<file path="src/rtl/pcie_host_requester.sv">
// Host-side requester: queues local commands, serialises them as 64-bit link packets and
// tracks one outstanding read with a timeout. Define PCIE_HOST_WRITE_ACK_EN to ack writes.
module pcie_host_requester #(
  parameter int CMD_DEPTH      = 4,
  parameter int TIMEOUT_CYCLES = 64
) (
  input  logic        clk_i,
  input  logic        reset_i,
  input  logic        cmd_valid_i,
  output logic        cmd_ready_o,
  input  logic        cmd_write_i,
  input  logic [31:0] cmd_addr_i,
  input  logic [31:0] cmd_wdata_i,
  output logic        link_valid_o,
  output logic [63:0] link_data_o,
  output logic        link_is_write_o,
  input  logic        cpl_valid_i,
  input  logic [31:0] cpl_data_i,
  output logic        rsp_valid_o,
  output logic [31:0] rsp_data_o,
  output logic        rsp_error_o,
  output logic        busy_o
);
  // state    | meaning
  // IDLE     | popping queued commands; writes issue back to back
  // WAIT_CPL | one read on the link, waiting for its completion or timeout

  localparam int PW = $clog2(CMD_DEPTH);
  localparam int CW = PW + 1;
  localparam int TW = $clog2(TIMEOUT_CYCLES) + 1;
  localparam logic [TW-1:0] TMO_LAST = TW'(TIMEOUT_CYCLES - 1);
  localparam logic [CW-1:0] FULL_CNT = CW'(CMD_DEPTH);

  typedef enum logic {IDLE = 1'b0, WAIT_CPL = 1'b1} state_t;
  state_t state_q, state_d;

  // entry layout: {write, wdata, addr}
  logic [64:0]   fifo_q [CMD_DEPTH];
  logic [PW-1:0] wr_ptr_q, rd_ptr_q;
  logic [CW-1:0] count_q;
  logic [TW-1:0] tmo_q, tmo_d;

  logic        link_valid_q, link_valid_d;
  logic [63:0] link_data_q, link_data_d;
  logic        link_is_write_q, link_is_write_d;
  logic        rsp_valid_q, rsp_valid_d;
  logic [31:0] rsp_data_q, rsp_data_d;
  logic        rsp_error_q, rsp_error_d;

  logic        push, pop, head_write, tmo_hit;
  logic [64:0] head;

  assign cmd_ready_o = (count_q != FULL_CNT);
  assign push        = cmd_valid_i && cmd_ready_o;
  assign pop         = (state_q == IDLE) && (count_q != '0);
  assign head        = fifo_q[rd_ptr_q];
  assign head_write  = head[64];
  assign tmo_hit     = (tmo_q == TMO_LAST);

  always_ff @(posedge clk_i) begin
    if (push) fifo_q[wr_ptr_q] <= {cmd_write_i, cmd_wdata_i, cmd_addr_i};
  end

  always_ff @(posedge clk_i) begin
    if (reset_i) begin
      wr_ptr_q <= '0;
      rd_ptr_q <= '0;
      count_q  <= '0;
    end else begin
      if (push) wr_ptr_q <= wr_ptr_q + PW'(1);
      if (pop)  rd_ptr_q <= rd_ptr_q + PW'(1);
      count_q <= count_q + CW'(push) - CW'(pop);
    end
  end

  always_ff @(posedge clk_i) begin
    if (reset_i) state_q <= IDLE;
    else         state_q <= state_d;
  end

  always_comb begin
    state_d = state_q;
    case (state_q)
      IDLE:     if (pop && !head_write) state_d = WAIT_CPL;
      WAIT_CPL: if (cpl_valid_i || tmo_hit) state_d = IDLE;
      default:  state_d = IDLE;
    endcase
  end

  always_comb begin
    link_valid_d    = 1'b0;
    link_data_d     = link_data_q;
    link_is_write_d = link_is_write_q;
    rsp_valid_d     = 1'b0;
    rsp_data_d      = rsp_data_q;
    rsp_error_d     = rsp_error_q;
    tmo_d           = tmo_q;
    case (state_q)
      IDLE: begin
        if (pop) begin
          link_valid_d    = 1'b1;
          link_is_write_d = head_write;
          link_data_d     = head_write ? head[63:0] : {32'h0, head[31:0]};
          if (!head_write) tmo_d = '0;
`ifdef PCIE_HOST_WRITE_ACK_EN
          if (head_write) begin
            rsp_valid_d = 1'b1;
            rsp_data_d  = 32'h0;
            rsp_error_d = 1'b0;
          end
`endif
        end
      end
      WAIT_CPL: begin
        // completion takes priority over a coincident timeout
        if (cpl_valid_i) begin
          rsp_valid_d = 1'b1;
          rsp_data_d  = cpl_data_i;
          rsp_error_d = 1'b0;
        end else if (tmo_hit) begin
          rsp_valid_d = 1'b1;
          rsp_data_d  = 32'hFFFF_FFFF;
          rsp_error_d = 1'b1;
        end else begin
          tmo_d = tmo_q + TW'(1);
        end
      end
      default: ;
    endcase
  end

  always_ff @(posedge clk_i) begin
    if (reset_i) begin
      link_valid_q    <= 1'b0;
      link_data_q     <= '0;
      link_is_write_q <= 1'b0;
      rsp_valid_q     <= 1'b0;
      rsp_data_q      <= '0;
      rsp_error_q     <= 1'b0;
      tmo_q           <= '0;
    end else begin
      link_valid_q    <= link_valid_d;
      link_data_q     <= link_data_d;
      link_is_write_q <= link_is_write_d;
      rsp_valid_q     <= rsp_valid_d;
      rsp_data_q      <= rsp_data_d;
      rsp_error_q     <= rsp_error_d;
      tmo_q           <= tmo_d;
    end
  end

  assign link_valid_o    = link_valid_q;
  assign link_data_o     = link_data_q;
  assign link_is_write_o = link_is_write_q;
  assign rsp_valid_o     = rsp_valid_q;
  assign rsp_data_o      = rsp_data_q;
  assign rsp_error_o     = rsp_error_q;
  assign busy_o          = (state_q != IDLE) || (count_q != '0);

endmodule

</file>
<file path="config.mk">
export PLATFORM = sky130hd
export DESIGN_NAME = pcie_host_requester
export DESIGN_NICKNAME = d
export VERILOG_FILES = /design/src/rtl/pcie_host_requester.sv
export SDC_FILE = /design/constraint.sdc
export NUM_CORES = 1
export LEC_CHECK = 0
export ABC_AREA = 1
export BUFFER_PORTS_ARGS = -buffer_cell sky130_fd_sc_hd__buf_2
export CAP_MARGIN = 20
export CORE_MARGIN = 2
export CORE_UTILIZATION = 57
export CTS_BUF_LIST = sky130_fd_sc_hd__clkbuf_4 sky130_fd_sc_hd__clkbuf_8 sky130_fd_sc_hd__clkbuf_16
export DETAILED_ROUTE_END_ITERATION = 12
export PLACE_DENSITY = 0.88
export REMOVE_ABC_BUFFERS = 1
export SLEW_MARGIN = 10
export SYNTH_ARGS = -nofsm -noshare
export SYNTH_HDL_FRONTEND = slang
export SYNTH_SLANG_ARGS = --single-unit
</file>
<file path="constraint.sdc">
create_clock -name clk_i -period 5.4 [get_ports clk_i]
set_input_delay 0.81 -clock clk_i [delete_from_list [all_inputs] [get_ports clk_i]]
set_output_delay 0.81 -clock clk_i [all_outputs]
set_load 0.01 [all_outputs]
</file>
==> results by group <==
Global route
  • Antenna violations before repair: 4
  • First-pass GRT wire length: 50300 um
  • Total track usage: 0.251
  • Largest net degree at the start of global routing: 84
  • Total grt overflow: 0
  • Vias in the first global route: 9810

Floorplan
  • Die W: 160 um
  • Die ar.: 25600 sq um
  • Core area: 24100 sq um
  • Die H: 160 um
  • Boundary Pins: 203
  • Initial Utilization: 0.574
  • Row count: 57

Placed design
  • Detailed placement HPWL: 18500 um
  • Pre-CTS worst setup slack: 2280 ps
  • IO buf count: 202
  • Placer congestion estimate: 0.801

Final layout
  • Commonest non-fill, non-tap cell in the layout: edfxtp_1
  • Synth-to-layout area growth: 18.5%
  • Core Util, Final: 0.681
  • Most frequent cells in the layout: 260 x edfxtp_1, 206 x nor2_1, 202 x buf_2, 195 x o21ai_0, 158 x nand2_1
  • Nets: 1475
  • Filler cells: 1628
  • Ratio of cells with drive above 1 in the final layout: 0.213

Setup path
  • Critical path peak fanout: 54
  • Crit end category: flip-flop
  • CP arrival: 3560 ps
  • CP Launch Type: flip-flop
  • Crit path kind: reg -> reg
  • Required @ worst endpoint: 5840 ps

Synth
  • Synth Area in Simple Gates: 0.109
  • Area share of the largest cell type after synthesis: 0.564
  • Mapped Area: 13800 sq um
  • Distinct cells, synth: 27
  • Seq cells post-synth: 377
  • Post-synthesis compound-gate area fraction: 0.119
  • Dominant cells by area after synthesis: edfxtp_1 56%, dfxtp_1 17%, o21ai_0 7.0%
  • Post-Synth Adder-Cell Area: 0.00687
  • Seq/Total Area, Yosys: 0.733
  • Post-synthesis xor/xnor area fraction: 0.00190
  • Mux cell area share after synthesis: 0
  • Mapped Avg Cell Area: 11.7 sq um
  • Ys Warns: 0
  • Largest family of logic cells by synthesized area: compound AO/OA/AOI/OAI gates
  • Synth Instances: 1184
  • Cell taking the most area after synthesis: edfxtp_1

Run
  • Max Cap Viol: 0

Timing
  • Final hold vios: 0
  • Worst Slack Setup Final: 2280 ps
  • Final TNS setup: 0 ps
  • Slew Limit Headroom: 0.306
  • RSZ-0062 raised after global routing: no
  • Fmax achieved: 321 MHz
  • Final setup violation count: 0
  • Worst slew pin tran: 1040 ps
  • Final Cycle Share: 0.577
  • Max-slew violation count: 0
  • Min cycle time layout: 3120 ps
  • Final Skew: 14.1 ps

Clock network
  • Clock Path Buffers: 3
  • Post_cts resized: 0
  • Clk sinks: 377
  • Root Buffer: clkbuf_16
  • TritonCTS buffer count: 37
  • CTS tree: done
  • Worst-skew pair later-pin latency: 530 ps
  • CTS Hold Buffers Added: 0
  • CTS HTree Levels: 2
  • Number of setup buffers added after CTS: 0
  • Worst-path clk slew: 60 ps

Outcome
  • Status: completed

Routing
  • Initial DRT Pass Iterations: 5
  • Antenna-violating nets left: 0
  • Wire per inst: 18.8 um
  • Drt via density: 5.73
  • Final WL: 32300 um
  • DRC: 0
  • First DRT Iteration DRCs: 1003
  • Vias: 9868

Worst hold path
  • Hold WC Path Type: reg -> reg

Power
  • Worst vdd ir: 0.325 mV
  • PwrDens: 537 nW/um^2
  • Static leakage: 6.32 nW
-- cell usage after synthesis --
cell,number
o211ai_1,1
o22ai_1,32
nor2_1,211
o21ai_0,195
a21oi_2,1
nand2_1,158
a21oi_4,1
nand2_2,1
inv_1,25
o21bai_1,1
and3_1,2
nor2_4,1
nor3b_1,1
edfxtp_1,260
nand3_2,3
buf_2,24
buf_4,4
ha_1,6
xnor2_1,3
a21oi_1,44
nand3_1,11
dfxtp_1,117
clkbuf_1,46
o21ai_1,2
inv_2,1
fa_1,1
a31oi_1,32
-- worst paths after layout --
kind / startpoint / end / slack [ps] / depth (start not counted)
worst max-delay path: flip-flop / link_data_o[47] / 2280 / 6
worst max register to register: flip-flop / link_data_o[47] / 2280 / 6
worst min-delay path: rsp_data_o[11] / rsp_data_o[11] / 440 / 2
worst min register to register: rsp_data_o[11] / rsp_data_o[11] / 440 / 2
-- registers in the layout (all words and copies together) (netlist names), named ones only --
name,count
fifo_q,260
link_data_o,64
rsp_data_o,32
tmo_q,7
count_q,3
rd_ptr_q,2
wr_ptr_q,2
link_is_write_o,1
link_valid_o,1
rsp_error_o,1
rsp_valid_o,1
state_q,1
-- layout make-up --
| cell class | instances | area, sq um | share of cell area |
|---|---|---|---|
| sequential | 377 | 10200 | 0.619 |
| multi-input combinational | 707 | 3320 | 0.202 |
| timing repair buffer | 218 | 1150 | 0.0701 |
| clock buffer | 51 | 1080 | 0.0657 |
| tap | 324 | 405 | 0.0247 |
| clock inverter | 17 | 198 | 0.0120 |
| inverter | 26 | 98.8 | 0.00602 |
| antenna | 3 | 7.51 | 0.000457 |
-- routing by layer --
metal,up-vias,GRT usage,routed length [um]
li1,4534,-,-
met1,4741,0.295,12000
met2,504,0.442,16500
met3,87,0.0564,2740
met4,2,0.109,1110
met5,-,0,13
-- cells by family after synthesis --
group | after synthesis
AOI/OAI and AO/OA | 309
DFF | 377
buffers and inverters | 100
xor gates and xnor gates | 3
and+or+nand+nor | 388
adders and majority gates | 7
-- stage by stage --
step	hold WS, ps	instances	total power, mW	cell area (sq um)
finish	442	1723	8.81	16400
floorplan	422	1110	5.24	13500
detailed placement	428	1650	6.15	15100
global placement	422	1650	6.02	15100
CTS	442	1718	8.82	16400
global route	454	1721	9.24	16400
-- worst max-delay path, stage by stage (launching register included) --
cell,delay [ps]
dfxtp_4,680
clkinv_2,690
nand2_1,280
nand3_2,140
a21oi_4,840
nand2_1,170
a21oi_1,200
-- report_power, final --
part | total [mW] | internal, mW | leakage [nW] | switching (mW)
logic | 2.32 | 0.706 | 2.35 | 1.62
registers | 3.83 | 3.58 | 3.34 | 0.256
clock network | 2.65 | 1.60 | 0.625 | 1.05
total | 8.81 | 5.88 | 6.32 | 2.92
No activity file was read; power rests on OpenSTA's default activity.
